--- src/rtl/afifo_pkg.sv ---
// Shared definitions for the async FIFO pointer blocks (write and read halves).
// Gray/binary conversions run at a fixed maximum width; callers zero-extend and slice.
package afifo_pkg;

  localparam int C_DEF_ADDR_W = 4;
  localparam int C_PTR_MAX_W  = 32;

  typedef logic [C_PTR_MAX_W-1:0] ptr_max_t;

  function automatic ptr_max_t bin2gray(input ptr_max_t bin);
    return bin ^ (bin >> 1);
  endfunction

  // Each binary bit is the XOR of all Gray bits at or above it.
  function automatic ptr_max_t gray2bin(input ptr_max_t gray);
    ptr_max_t bin;
    bin[C_PTR_MAX_W-1] = gray[C_PTR_MAX_W-1];
    for (int i = C_PTR_MAX_W - 2; i >= 0; i--) begin
      bin[i] = bin[i+1] ^ gray[i];
    end
    return bin;
  endfunction

endpackage

--- src/rtl/afifo_wptr_full.sv ---
// Write-domain pointer and full/almost-full/level tracking for the async FIFO.
// Handshake: a word is pushed on any cycle where i_valid and o_ready are both high.
module afifo_wptr_full
  import afifo_pkg::*;
#(
  parameter int C_ADDR_W       = C_DEF_ADDR_W,
  parameter int C_AFULL_THRESH = 2**C_ADDR_W - 2
) (
  input  logic                i_clk,
  input  logic                i_rst,
  input  logic                i_valid,
  output logic                o_ready,
  output logic                o_wr_en,
  output logic [C_ADDR_W-1:0] o_wr_addr,
  output logic [C_ADDR_W:0]   o_wgray,
  input  logic [C_ADDR_W:0]   i_rgray_sync,
  output logic                o_full,
  output logic                o_afull,
  output logic [C_ADDR_W:0]   o_level
);

  localparam int C_PTR_W = C_ADDR_W + 1;
  localparam logic [C_PTR_W-1:0] C_THRESH = C_PTR_W'(C_AFULL_THRESH);

  logic [C_PTR_W-1:0] wbin_q,  wbin_d;
  logic [C_PTR_W-1:0] wgray_q, wgray_d;
  logic [C_PTR_W-1:0] level_q, level_d;
  logic               full_q,  full_d;
  logic               afull_q, afull_d;
  logic               ready_q, ready_d;

  logic               push;
  logic [C_PTR_W-1:0] full_cmp;
  ptr_max_t           wbin_ext;
  ptr_max_t           wgray_ext;
  ptr_max_t           rbin_ext;

  // Reset gates the strobe so a pending request can never write during reset.
  assign push = i_valid & ready_q & ~i_rst;

  // Full when the write pointer is one lap ahead of the read pointer, in Gray form.
  assign full_cmp = {~i_rgray_sync[C_ADDR_W:C_ADDR_W-1], i_rgray_sync[C_ADDR_W-2:0]};

  always_comb begin
    wbin_d    = wbin_q + {{C_ADDR_W{1'b0}}, push};
    wbin_ext  = {{(C_PTR_MAX_W-C_PTR_W){1'b0}}, wbin_d};
    wgray_ext = bin2gray(wbin_ext);
    rbin_ext  = gray2bin({{(C_PTR_MAX_W-C_PTR_W){1'b0}}, i_rgray_sync});
    wgray_d   = wgray_ext[C_PTR_W-1:0];
    level_d   = wbin_d - rbin_ext[C_PTR_W-1:0];
    full_d    = (wgray_d == full_cmp);
    afull_d   = (level_d >= C_THRESH);
    ready_d   = ~full_d;
    if (i_rst) begin
      wbin_d  = '0;
      wgray_d = '0;
      level_d = '0;
      full_d  = 1'b0;
      afull_d = 1'b0;
      ready_d = 1'b0;
    end
  end

  always_ff @(posedge i_clk) begin
    wbin_q  <= wbin_d;
    wgray_q <= wgray_d;
    level_q <= level_d;
    full_q  <= full_d;
    afull_q <= afull_d;
    ready_q <= ready_d;
  end

  assign o_ready   = ready_q;
  assign o_wr_en   = push;
  assign o_wr_addr = wbin_q[C_ADDR_W-1:0];
  assign o_wgray   = wgray_q;
  assign o_full    = full_q;
  assign o_afull   = afull_q;
  assign o_level   = level_q;

endmodule

--- config.mk ---
export PLATFORM = sky130hd
export DESIGN_NAME = afifo_wptr_full
export DESIGN_NICKNAME = d
export VERILOG_FILES = /design/src/rtl/afifo_pkg.sv /design/src/rtl/afifo_wptr_full.sv
export SDC_FILE = /design/constraint.sdc
export NUM_CORES = 1
export LEC_CHECK = 0
export ABC_AREA = 1
export CORE_ASPECT_RATIO = 1.1
export CORE_UTILIZATION = 40
export DETAILED_ROUTE_END_ITERATION = 10
export PLACE_DENSITY = 0.67
export SYNTH_ARGS = -nofsm -noshare
export SYNTH_HDL_FRONTEND = slang
export SYNTH_SLANG_ARGS = --single-unit
export TNS_END_PERCENT = 30
--- constraint.sdc ---
create_clock -name i_clk -period 3.9 [get_ports i_clk]
set_input_delay 0.975 -clock i_clk [delete_from_list [all_inputs] [get_ports i_clk]]
set_output_delay 0.975 -clock i_clk [all_outputs]
set_load 0.005 [all_outputs]
* Word level (Yosys, flattened, before mapping)
Cells that the tools add are included.
Storage, ports and cells: memory bits (read-only) 0, memories 0, logic and storage cells 20, output and inout bits 18, latch bits 0, register bits 18, RAM bits 0, input port bits 8
Operators by class: add/sub/neg operators 2, $mul 0, reduce and logical (&&, ||, !) cells 0, div/mod/pow operators 0, bitwise logic cells 10, shifts and indexed selects 0, eq/ne operators 1, mux-type cells 0, $lt $le $gt $ge 1
Operator list (number):
- 5-bit by 1-bit adder with 5-bit output | 1
- 5-bit == test | 1
- 5-bit by 4-bit greater-or-equal comparator with 1-bit output, second input constant | 1
- 5-bit subtractor | 1
- 5-bit by 4-bit bitwise XOR with 5-bit output | 1
- 1-bit bitwise XOR | 4
- 1-bit AND | 2
- 1-bit inverter | 2
- 2-bit inverter | 1

* Logic depth before layout (Yosys ltp)
Gate-level depths: netlist of run 1.
depth after elaboration 6, mapped depth 15

* Worst setup path after synthesis of run 1
No wires, ideal clock.
kind in2reg, start point input port i_rst, end point register afull_q (netlist: o_afull), required time 3.770 ns, setup slack 0.652 ns, setup time 0.130 ns, arrival 3.118 ns, buffers on the path 2, stages 14, path through clkbuf_1 -> buf_1 -> nor2_1 -> ha_1 -> ha_1 -> inv_1 -> nand2_1 -> nand2_2 -> ha_1 -> nand2_1 -> nor2_1 -> a211oi_1 -> xnor2_1 -> o21ai_0
On the way: cells in the longest elaborated chain, start to end 5
RTL lines:
- start: declaration | RTL line afifo_wptr_full.sv:10 | input logic i_rst,
- 1-bit inverter | RTL line afifo_wptr_full.sv:39 | assign push = i_valid & ready_q & ~i_rst;
- 1-bit AND | RTL line afifo_wptr_full.sv:39
- via o_wr_en | RTL line afifo_wptr_full.sv:13 | output logic o_wr_en,
- 5-bit by 1-bit adder with 5-bit output | RTL line afifo_wptr_full.sv:45 | wbin_d = wbin_q + {{C_ADDR_W{1'b0}}, push};
- via wbin_ext[2] | RTL line afifo_wptr_full.sv:34 | ptr_max_t wbin_ext;
- 5-bit subtractor | RTL line afifo_wptr_full.sv:50 | level_d = wbin_d - rbin_ext[C_PTR_W-1:0];
- 5-bit by 4-bit greater-or-equal comparator with 1-bit output | RTL line afifo_wptr_full.sv:52 | afull_d = (level_d >= C_THRESH);
- end signal: assignment | RTL line afifo_wptr_full.sv:69 | afull_q <= afull_d;
- end: declaration | RTL line afifo_wptr_full.sv:29 | logic afull_q, afull_d;
The timed path passes the listed nets, and every way through them passes these cells. A chain may end at the register's enable or synchronous reset.

* Final worst setup path of run 1
start point input port i_valid, end point output port o_wr_en
On the way: cells in the longest elaborated chain, start to end 2
RTL lines:
- start: declaration | RTL line afifo_wptr_full.sv:11 | input logic i_valid,
- 1-bit AND (2 in a row) | RTL line afifo_wptr_full.sv:39
- end: declaration | RTL line afifo_wptr_full.sv:13
No other way between the ends.

==> run_results.csv, run 1 <==
group,metric,value,unit
cells_and_area,diodes,0,
detailed_routing,wire_per_inst,11.2,µm
setup_path,startpoint_type,"input pin",
logic_synthesis,avgSynthCellArea,7.44,µm²
clock_tree,clkSlewWorstSetupHoldPaths,0.11,ns
floorplan,ios,26,
clock_tree,cts-root-buf,"clkbuf_4",
sta,hold_ws,0.651,ns
logic_synthesis,synth_nets,152,
detailed_routing,wl,2.16,mm
sta,min_period,3.23,ns
clock_tree,clk_latency,0.30,ns
sta,relSlewSlack,0.789,
setup_path,cp_slowest_cell,"clkdlybuf4s50_1",
detailed_routing,drtPass1Iterations,4,
setup_path,crit_path_end_kind,"output pin",
sta,setup_viol,0,
setup_path,worstPathRequired,2.92,ns
logic_synthesis,syn_inst,136,
clock_tree,h-tree-depth,1,
placed_design,port_buffers,25,
setup_path,arrival,2.25,ns
global_route,antenna_found_initial,0,
cells_and_area,regArea,340,µm²
sta,max_freq,310,MHz
setup_path,crit_chain,"clkdlybuf4s50_1 -> nand2_1 -> nor2_1 -> clkdlybuf4s50_1",
logic_synthesis,synth_area,1010,µm²
floorplan,rows,18,
logic_synthesis,ys_ff_latch,17,
sta,report.final.slew_viol_count,0,
flow_run,drv_cap,0,
global_route,grt_max_degree,18,
sta,worst_pin_slew,0.316,ns
logic_synthesis,synth_top_area_share,0.336,
logic_synthesis,ys_seq_area_frac,0.336,
clock_tree,post_cts_buffers,0,
clock_tree,clk_path_buf_depth,2,
detailed_routing,via_count,935,
detailed_routing,drcViolationCount,0,
setup_path,path_class,"input pin to output pin",
detailed_routing,drtIter0Drc,11,
sta,hold_violations,0,
setup_path,critPathMaxFanout,3,
sta,finClkSkew,0.0105,ns
clock_tree,post_cts_resized,0,
outcome,status,"completed",
floorplan,fp.coreArea,2320,µm²
sta,fin_setup_tns,0,ns
cells_and_area,drive_above_1_share,0.110,
pwr,power_leakage,0.632,nW
cells_and_area,fillCellCount,226,
global_route,grt_pass1_wl,3.58,mm
clock_tree,tritoncts,"yes",
global_route,grt_remaining_overflow,0,
sta,grt_setup_unrepaired,"no",
floorplan,initial_utilization,0.436,
floorplan,fp.dieH,54.8,µm
cells_and_area,multi_input_area,578,µm²
sta,min_period_over_period,0.827,
logic_synthesis,yosysWarningCount,0,
placed_design,globalplace.congestion,0.864,
setup_path,crit_top_cell,"clkdlybuf4s50_1",
detailed_routing,final_antenna_net_count,0,
clock_tree,cts_buffers,3,
pwr,cellPowerDensity,309,nW/µm²
logic_synthesis,synth_cell_type_count,24,
cells_and_area,nets,180,
clock_tree,numClockSinks,17,
setup_path,slowest_delay,0.58,ns
worst_hold_path,hp-class,"register to register",
detailed_routing,viasPerCell,4.84,
cells_and_area,area_growth,30.0,%
floorplan,die-area,2740,µm²
logic_synthesis,synth_top_cell_by_area,"dfxtp_1",
pwr,irDropWorstVdd,0.258,mV
setup_path,reg2reg_slack,1.56,ns
clock_tree,postCtsHoldBufs,0,
logic_synthesis,synthTopCellsByArea,"dfxtp_1 34%, nand2_1 11%, ha_1 8.7%, nand3_1 8.4%, inv_1 7.0%",
global_route,grt_pass1_vias,825,
placed_design,hpwl,1.75,mm
global_route,grt_usage,0.182,
floorplan,die_x,50.0,µm
## cell families after synthesis
family,share of synthesized area
flip-flops,0.336
AND/OR/NAND/NOR,0.329
XOR/XNOR,0.0890
AO/OA/AOI/OAI,0.0470
adder cells (fa/ha/maj),0.106
buffers and inverters,0.0927
## cells in the final DEF, fill, tap and decap left out, drive strengths merged, types with 3 or more instances in the layout
| cell type | Yosys | routed |
|---|---|---|
| clkbuf | 1 | 3 |
| clkdlybuf4s50 | 0 | 25 |
| xnor2 | 3 | 3 |
| dfxtp | 17 | 17 |
| nand4 | 3 | 3 |
| nand3 | 17 | 17 |
| inv | 20 | 20 |
| nand2 | 38 | 38 |
| ha | 7 | 7 |
| xor2 | 3 | 3 |
| a21oi | 6 | 6 |
| nor2 | 14 | 14 |
## sequential cells by signal, indices dropped and copies added (netlist names)
signal / flops
o_afull: 1
o_full: 1
o_level: 5
o_ready: 1
o_wgray: 4
wbin_q: 5
## area by class of cell
cell class / count / area share
Clock inverter: 1 / 0.00380
Clock buffer: 3 / 0.0171
Multi-Input combinational cell: 96 / 0.439
Timing Repair Buffer: 26 / 0.196
Inverter: 20 / 0.0570
Sequential cell: 17 / 0.259
Tap cell: 30 / 0.0285
## cells in the mapped netlist (all sizes together)
cell type and instances:
a21oi 6, xnor2 3, nand3 17, buf 2
nand4 3, inv 20, ha 7, xor2 3
fa 1, dfxtp 17, a211oi 1, clkbuf 1
nor2 14, xnor3 1, o21ai 2, nand2 38
## report_power, final
group	total, mW	internal [mW]	switching (mW)
clock network	0.0985	0.0382	0.0604
registers	0.194	0.189	0.00464
logic	0.114	0.0624	0.0517
total	0.406	0.290	0.117
## critical path, delay by kind of cell
kind,cells,cell delay [ns]
AND/OR/NAND/NOR,2,0.25
buffers and inverters,2,1.03
## through the flow
stage | util | setup WS, ns | total power, mW | instances | instance area [µm²]
global route | 0.567 | 0.553 | 0.436 | 193 | 1320
floorplan | - | 0.652 | 0.261 | 136 | 1010
finish | 0.567 | 0.674 | 0.406 | 193 | 1320
global placement | 0.556 | 0.552 | 0.312 | 189 | 1290
detailed placement | 0.556 | 0.461 | 0.312 | 189 | 1290
CTS | 0.567 | 0.676 | 0.411 | 193 | 1320
## metal layers
layer	up-vias	wire [µm]	track usage
met5	-	0	0
met4	0	34	0.0857
met3	4	88	0.0306
met2	24	1050	0.324
met1	421	982	0.216
li1	486	-	-
## path summary, 6_finish.rpt
kind                                           start                    to  cells after the start
worst max-delay path                         i_valid               o_wr_en                      4
worst min-delay path            wbin_q[4]$_SDFF_PP0_  wbin_q[4]$_SDFF_PP0_                      3
worst max register to register    o_ready$_SDFF_PP0_    o_afull$_SDFF_PP0_                     13
worst min register to register  wbin_q[4]$_SDFF_PP0_  wbin_q[4]$_SDFF_PP0_                      3
(Power assumes the default switching activity.)
==> inputs of run 2 (changes only) <==
Clock period 3.9 ns to 3.2 ns, I/O delays scaled along.
==> run_results.csv, run 2 (synthesis results as in run 1) <==
group,metric,value,unit
placed_design,hpwl,1.83,mm
cells_and_area,regArea,340,µm²
clock_tree,clk_path_buf_depth,2,
pwr,cellPowerDensity,367,nW/µm²
global_route,grt_pass1_wl,3.67,mm
cells_and_area,layout_commonest_cell,"nand2_1",
worst_hold_path,worstHoldEndpoint,"wbin_q[4]$_SDFF_PP0_",
setup_path,path_class,"input pin to register",
sta,finClkSkew,0.00418,ns
setup_path,arrival,3.06,ns
clock_tree,post_cts_resized,0,
setup_path,startpoint_type,"input pin",
sta,max_freq,348,MHz
cells_and_area,fillCellCount,221,
clock_tree,clk_latency,0.30,ns
cells_and_area,mostFrequentLayoutCells,"30 x nand2_1, 25 x clkdlybuf4s50_1, 19 x inv_1",
detailed_routing,viasPerCell,4.85,
setup_path,timing.rr.start,"o_ready$_SDFF_PP0_",
clock_tree,post_cts_buffers,0,
clock_tree,clkSlewWorstSetupHoldPaths,0.10,ns
floorplan,fp.dieH,54.8,µm
setup_path,critPathMaxFanout,3,
detailed_routing,final_antenna_net_count,0,
outcome,status,"completed",
sta,setup_viol,0,
cells_and_area,multi_input_area,578,µm²
placed_design,port_buffers,25,
sta,report.final.slew_viol_count,0,
worst_hold_path,hp-class,"register to register",
cells_and_area,instances_no_fill,199,
placed_design,dp.cells,195,
sta,hold_violations,0,
clock_tree,h-tree-depth,1,
global_route,antenna_found_initial,0,
floorplan,die-area,2740,µm²
global_route,grt_usage,0.186,
sta,worst_pin_slew,0.318,ns
setup_path,r2r_end,"o_afull$_SDFF_PP0_",
floorplan,rows,18,
cells_and_area,diodes,0,
global_route,grt_remaining_overflow,0,
detailed_routing,via_count,966,
detailed_routing,drtIter0Drc,11,
detailed_routing,drtPass1Iterations,4,
flow_run,drv_cap,0,
setup_path,worstPathRequired,3.39,ns
detailed_routing,drcViolationCount,0,
detailed_routing,wire_per_inst,11.2,µm
clock_tree,cts-root-buf,"clkbuf_4",
clock_tree,cts_buffers,3,
floorplan,fp.coreArea,2320,µm²
clock_tree,postCtsHoldBufs,0,
clock_tree,numClockSinks,17,
cells_and_area,nets,186,
setup_path,reg2reg_depth,11,
detailed_routing,wl,2.23,mm
placed_design,post-place-ws,0.00217,ns
sta,hold_ws,0.619,ns
pwr,power.total,0.500,mW
cells_and_area,drive_above_1_share,0.142,
floorplan,ios,26,
placed_design,globalplace.congestion,0.832,
clock_tree,tritoncts,"yes",
sta,relSlewSlack,0.788,
cells_and_area,area_growth,34.5,%
setup_path,reg2reg_slack,0.92,ns
sta,fin_setup_tns,0,ns
sta,grt_setup_unrepaired,"no",
pwr,power_leakage,0.662,nW
floorplan,initial_utilization,0.436,
global_route,grt_pass1_vias,895,
worst_hold_path,worst_hold_startpoint,"wbin_q[4]$_SDFF_PP0_",
sta,layout_setup_ws,0.323,ns
global_route,grt_max_degree,18,
sta,min_period_over_period,0.899,
sta,min_period,2.88,ns
floorplan,die_x,50.0,µm
worst_hold_path,hold_depth,3,
pwr,irDropWorstVdd,0.264,mV
setup_path,crit_path_end_kind,"register",
==> run 2: cell types whose count changed in the layout (fill, tap and decap cells not counted) <==
cell	change
buf_4	+6
==> run 2: report_power, final <==
group / internal [mW] / total (mW) / switching [mW]
combinational: 0.0805 / 0.146 / 0.0654
sequential: 0.230 / 0.236 / 0.00566
clock: 0.0466 / 0.118 / 0.0714
total: 0.357 / 0.500 / 0.142
==> run 2: critical path, cell delays in order <==
cell and delay, ns:
clkdlybuf4s50_1 0.47, xnor2_2 0.26, xor2_2 0.24, xnor3_1 0.17, inv_1 0.04, ha_1 0.20
fa_1 0.41, nor2_1 0.12, a211oi_1 0.06, xnor2_1 0.20, o21ai_0 0.09
==> run 2: how the worst max path moves through the flow <==
stage                               start            endpoint  slack, ns
after floorplan                     i_rst  o_afull$_SDFF_PP0_       0.13
after global placement    i_rgray_sync[4]  o_afull$_SDFF_PP0_       0.04
after detailed placement  i_rgray_sync[4]  o_afull$_SDFF_PP0_      0.002
after CTS                 i_rgray_sync[4]  o_afull$_SDFF_PP0_       0.32
after global routing              i_valid  o_afull$_SDFF_PP0_       0.15
final                     i_rgray_sync[4]  o_afull$_SDFF_PP0_       0.32
==> run 2: routing by layer <==
metal | global-route usage | up-vias | wire length, µm
met5 | 0 | - | 0
met3 | 0.0250 | 5 | 80
li1 | - | 492 | -
met2 | 0.338 | 21 | 1070
met1 | 0.215 | 448 | 1030
met4 | 0.100 | 0 | 43
==> run 2: cell type report <==
class	count	share of cell area
Tap cell	30	0.0276
Sequential cell	17	0.250
Inverter	20	0.0551
Timing Repair Buffer	32	0.222
Multi-Input combinational cell	96	0.425
Clock inverter	1	0.00368
Clock buffer	3	0.0165
==> run 2: through the flow <==
step / utilization / instance area [µm²]
floorplan: - / 1010
global placement: 0.575 / 1330
detailed placement: 0.575 / 1330
CTS: 0.587 / 1360
global route: 0.587 / 1360
finish: 0.587 / 1360
==> inputs of run 3 (changes only) <==
Settings changed: ABC_AREA 1 to unset, PLACE_DENSITY 0.67 to 0.69.
==> run_results.csv, run 3 <==
group,metric,value,unit
outcome,status,"completed",
placed_design,placed_cell_area,1290,µm²
sta,hold_violations,0,
cells_and_area,drive_above_1_share,0.180,
setup_path,worstPathRequired,3.42,ns
cells_and_area,layout_commonest_cell,"clkdlybuf4s50_1",
clock_tree,post_cts_buffers,0,
logic_synthesis,yosysWarningCount,0,
setup_path,path_class,"input pin to register",
detailed_routing,drcViolationCount,0,
pwr,power.total,0.510,mW
placed_design,dp.cells,157,
floorplan,rows,17,
pwr,cellPowerDensity,380,nW/µm²
clock_tree,tritoncts,"yes",
sta,min_period,3.02,ns
detailed_routing,via_count,731,
global_route,grt_pass1_wl,2.73,mm
pwr,power_frac_clock,0.219,
cells_and_area,regArea,340,µm²
sta,report.final.slew_viol_count,0,
placed_design,port_buffers,25,
pwr,p_comb_frac,0.320,
global_route,antenna_found_initial,0,
clock_tree,cts_buffers,3,
logic_synthesis,synth_area,913,µm²
logic_synthesis,synthArstFlopShare,0,
floorplan,fp.coreArea,2080,µm²
pwr,sw_frac_of_total,0.261,
setup_path,arrival,3.24,ns
sta,fin_setup_tns,0,ns
detailed_routing,wire_per_inst,11.1,µm
setup_path,crit_path_end_kind,"register",
cells_and_area,diodes,0,
global_route,grt_remaining_overflow,0,
sta,max_freq,331,MHz
logic_synthesis,ys_ff_latch,17,
cells_and_area,nets,150,
setup_path,startpoint_type,"input pin",
clock_tree,h-tree-depth,1,
clock_tree,clk_path_buf_depth,2,
logic_synthesis,ys_seq_area_frac,0.373,
clock_tree,numClockSinks,17,
cells_and_area,mostFrequentLayoutCells,"24 x clkdlybuf4s50_1, 17 x dfxtp_1, 14 x nor2_1, 14 x buf_4, 12 x xnor2_1",
logic_synthesis,synth_edf_count,0,
global_route,grt_max_degree,17,
pwr,power_leakage,0.587,nW
logic_synthesis,post-synth-top-count-cell,"dfxtp_1",
clock_tree,postCtsHoldBufs,0,
logic_synthesis,synth_top_flop_cell,"dfxtp_1",
sta,worst_pin_slew,0.354,ns
detailed_routing,viasPerCell,4.54,
logic_synthesis,avgSynthCellArea,9.72,µm²
floorplan,initial_utilization,0.438,
placed_design,hpwl,1.43,mm
floorplan,die-area,2480,µm²
pwr,pwr-share-seq,0.460,
cells_and_area,fillCellCount,184,
sta,min_period_over_period,0.944,
logic_synthesis,synth_top_cell_by_area,"dfxtp_1",
detailed_routing,wl,1.78,mm
logic_synthesis,synthTopCellsByArea,"dfxtp_1 37%, xnor2_1 13%, ha_1 9.6%, xor2_1 6.7%, nor2_1 5.8%",
clock_tree,clkSlewWorstSetupHoldPaths,0.09,ns
detailed_routing,drtIter0Drc,8,
flow_run,drv_cap,0,
pwr,internal_power,0.377,mW
logic_synthesis,netlist_top_cells_count,"17 x dfxtp_1, 14 x nor2_1, 14 x xnor2_1",
sta,finClkSkew,0.00345,ns
pwr,p_sw,0.133,mW
floorplan,ios,26,
global_route,grt_usage,0.162,
detailed_routing,drtPass1Iterations,3,
cells_and_area,finalInstanceArea,1340,µm²
worst_hold_path,hp-class,"register to register",
placed_design,globalplace.congestion,0.800,
cells_and_area,multi_input_area,556,µm²
detailed_routing,final_antenna_net_count,0,
sta,grt_setup_unrepaired,"no",
logic_synthesis,synth_cell_type_count,23,
global_route,grt_pass1_vias,670,
clock_tree,clk_latency,0.28,ns
sta,hold_ws,0.634,ns
clock_tree,cts-root-buf,"clkbuf_4",
setup_path,critPathMaxFanout,2,
sta,relSlewSlack,0.762,
logic_synthesis,synth_nets,110,
logic_synthesis,synth_top_area_share,0.373,
floorplan,fp.dieH,52.1,µm
floorplan,die_x,47.6,µm
sta,setup_viol,0,
pwr,irDropWorstVdd,0.269,mV
cells_and_area,area_growth,46.8,%
logic_synthesis,syn_inst,94,
cells_and_area,instances_no_fill,161,
-- run 3: worst paths after layout --
check             cells after the start  slack (ns)                 start                   end
setup / recovery                     12        0.18       i_rgray_sync[3]    o_afull$_SDFF_PP0_
hold / removal                        2        0.63  wbin_q[4]$_SDFF_PP0_  wbin_q[4]$_SDFF_PP0_
setup reg to reg                     12        0.85    o_ready$_SDFF_PP0_    o_afull$_SDFF_PP0_
hold reg to reg                       2        0.63  wbin_q[4]$_SDFF_PP0_  wbin_q[4]$_SDFF_PP0_
-- run 3: logic make-up (layout without fill, tap and decap cells) --
family | count (synthesis) | in the layout | synth area share
adders and majority gates | 8 | 8 | 0.118
buffers and inverters | 11 | 50 | 0.0548
DFF | 17 | 17 | 0.373
xor gates and xnor gates | 23 | 23 | 0.251
AOI/OAI and AO/OA | 8 | 8 | 0.0671
and+or+nand+nor | 27 | 27 | 0.137
-- run 3: repair_timing --
| action | CTS | global route |
|---|---|---|
| pin swaps | 3 | 3 |
| setup endpoints to repair | 1 | 2 |
| gates resized for setup | 1 | 4 |
-- run 3: layout make-up --
cell class | count | area share
clock buffer | 4 | 0.0196
inverter | 7 | 0.0196
timing repair buffer | 39 | 0.267
sequential | 17 | 0.254
multi-input combinational | 66 | 0.414
tap | 28 | 0.0261
-- run 3: metal layers --
layer / routed length, µm / global-route usage / part of all wire / up-vias
li1: - / - / - / 372
met5: 0 / 0 / 0 / -
met4: 38 / 0.106 / 0.021 / 0
met1: 747 / 0.183 / 0.42 / 340
met3: 62 / 0.0278 / 0.035 / 4
met2: 934 / 0.267 / 0.52 / 15
-- run 3: per-stage QoR --
stage          setup WS [ns]  utilization
2_1_floorplan         0.0401            -
3_3_place_gp          -0.196        0.618
3_5_place_dp          -0.318        0.618
4_1_cts              0.00474        0.634
5_1_grt               0.0347        0.643
6_report               0.180        0.643
-- run 3: power by group through the flow --
stage	Sequential (mW)	Combinational [mW]	Clock (mW)
2_1_floorplan	0.242	0.0684	0
3_3_place_gp	0.239	0.156	0
3_5_place_dp	0.240	0.159	0
4_1_cts	0.235	0.162	0.121
5_1_grt	0.236	0.179	0.128
6_report	0.235	0.163	0.112
-- run 3: worst max-delay path, cell delays in order --
cell and delay (ns):
clkdlybuf4s50_1 0.45, xnor2_2 0.22, xor2_2 0.22, xor2_2 0.21, xnor2_1 0.09, ha_1 0.21
fa_2 0.36, nor2b_1 0.12, o21ai_0 0.10, a21o_1 0.19, a21oi_1 0.14, o21bai_1 0.12
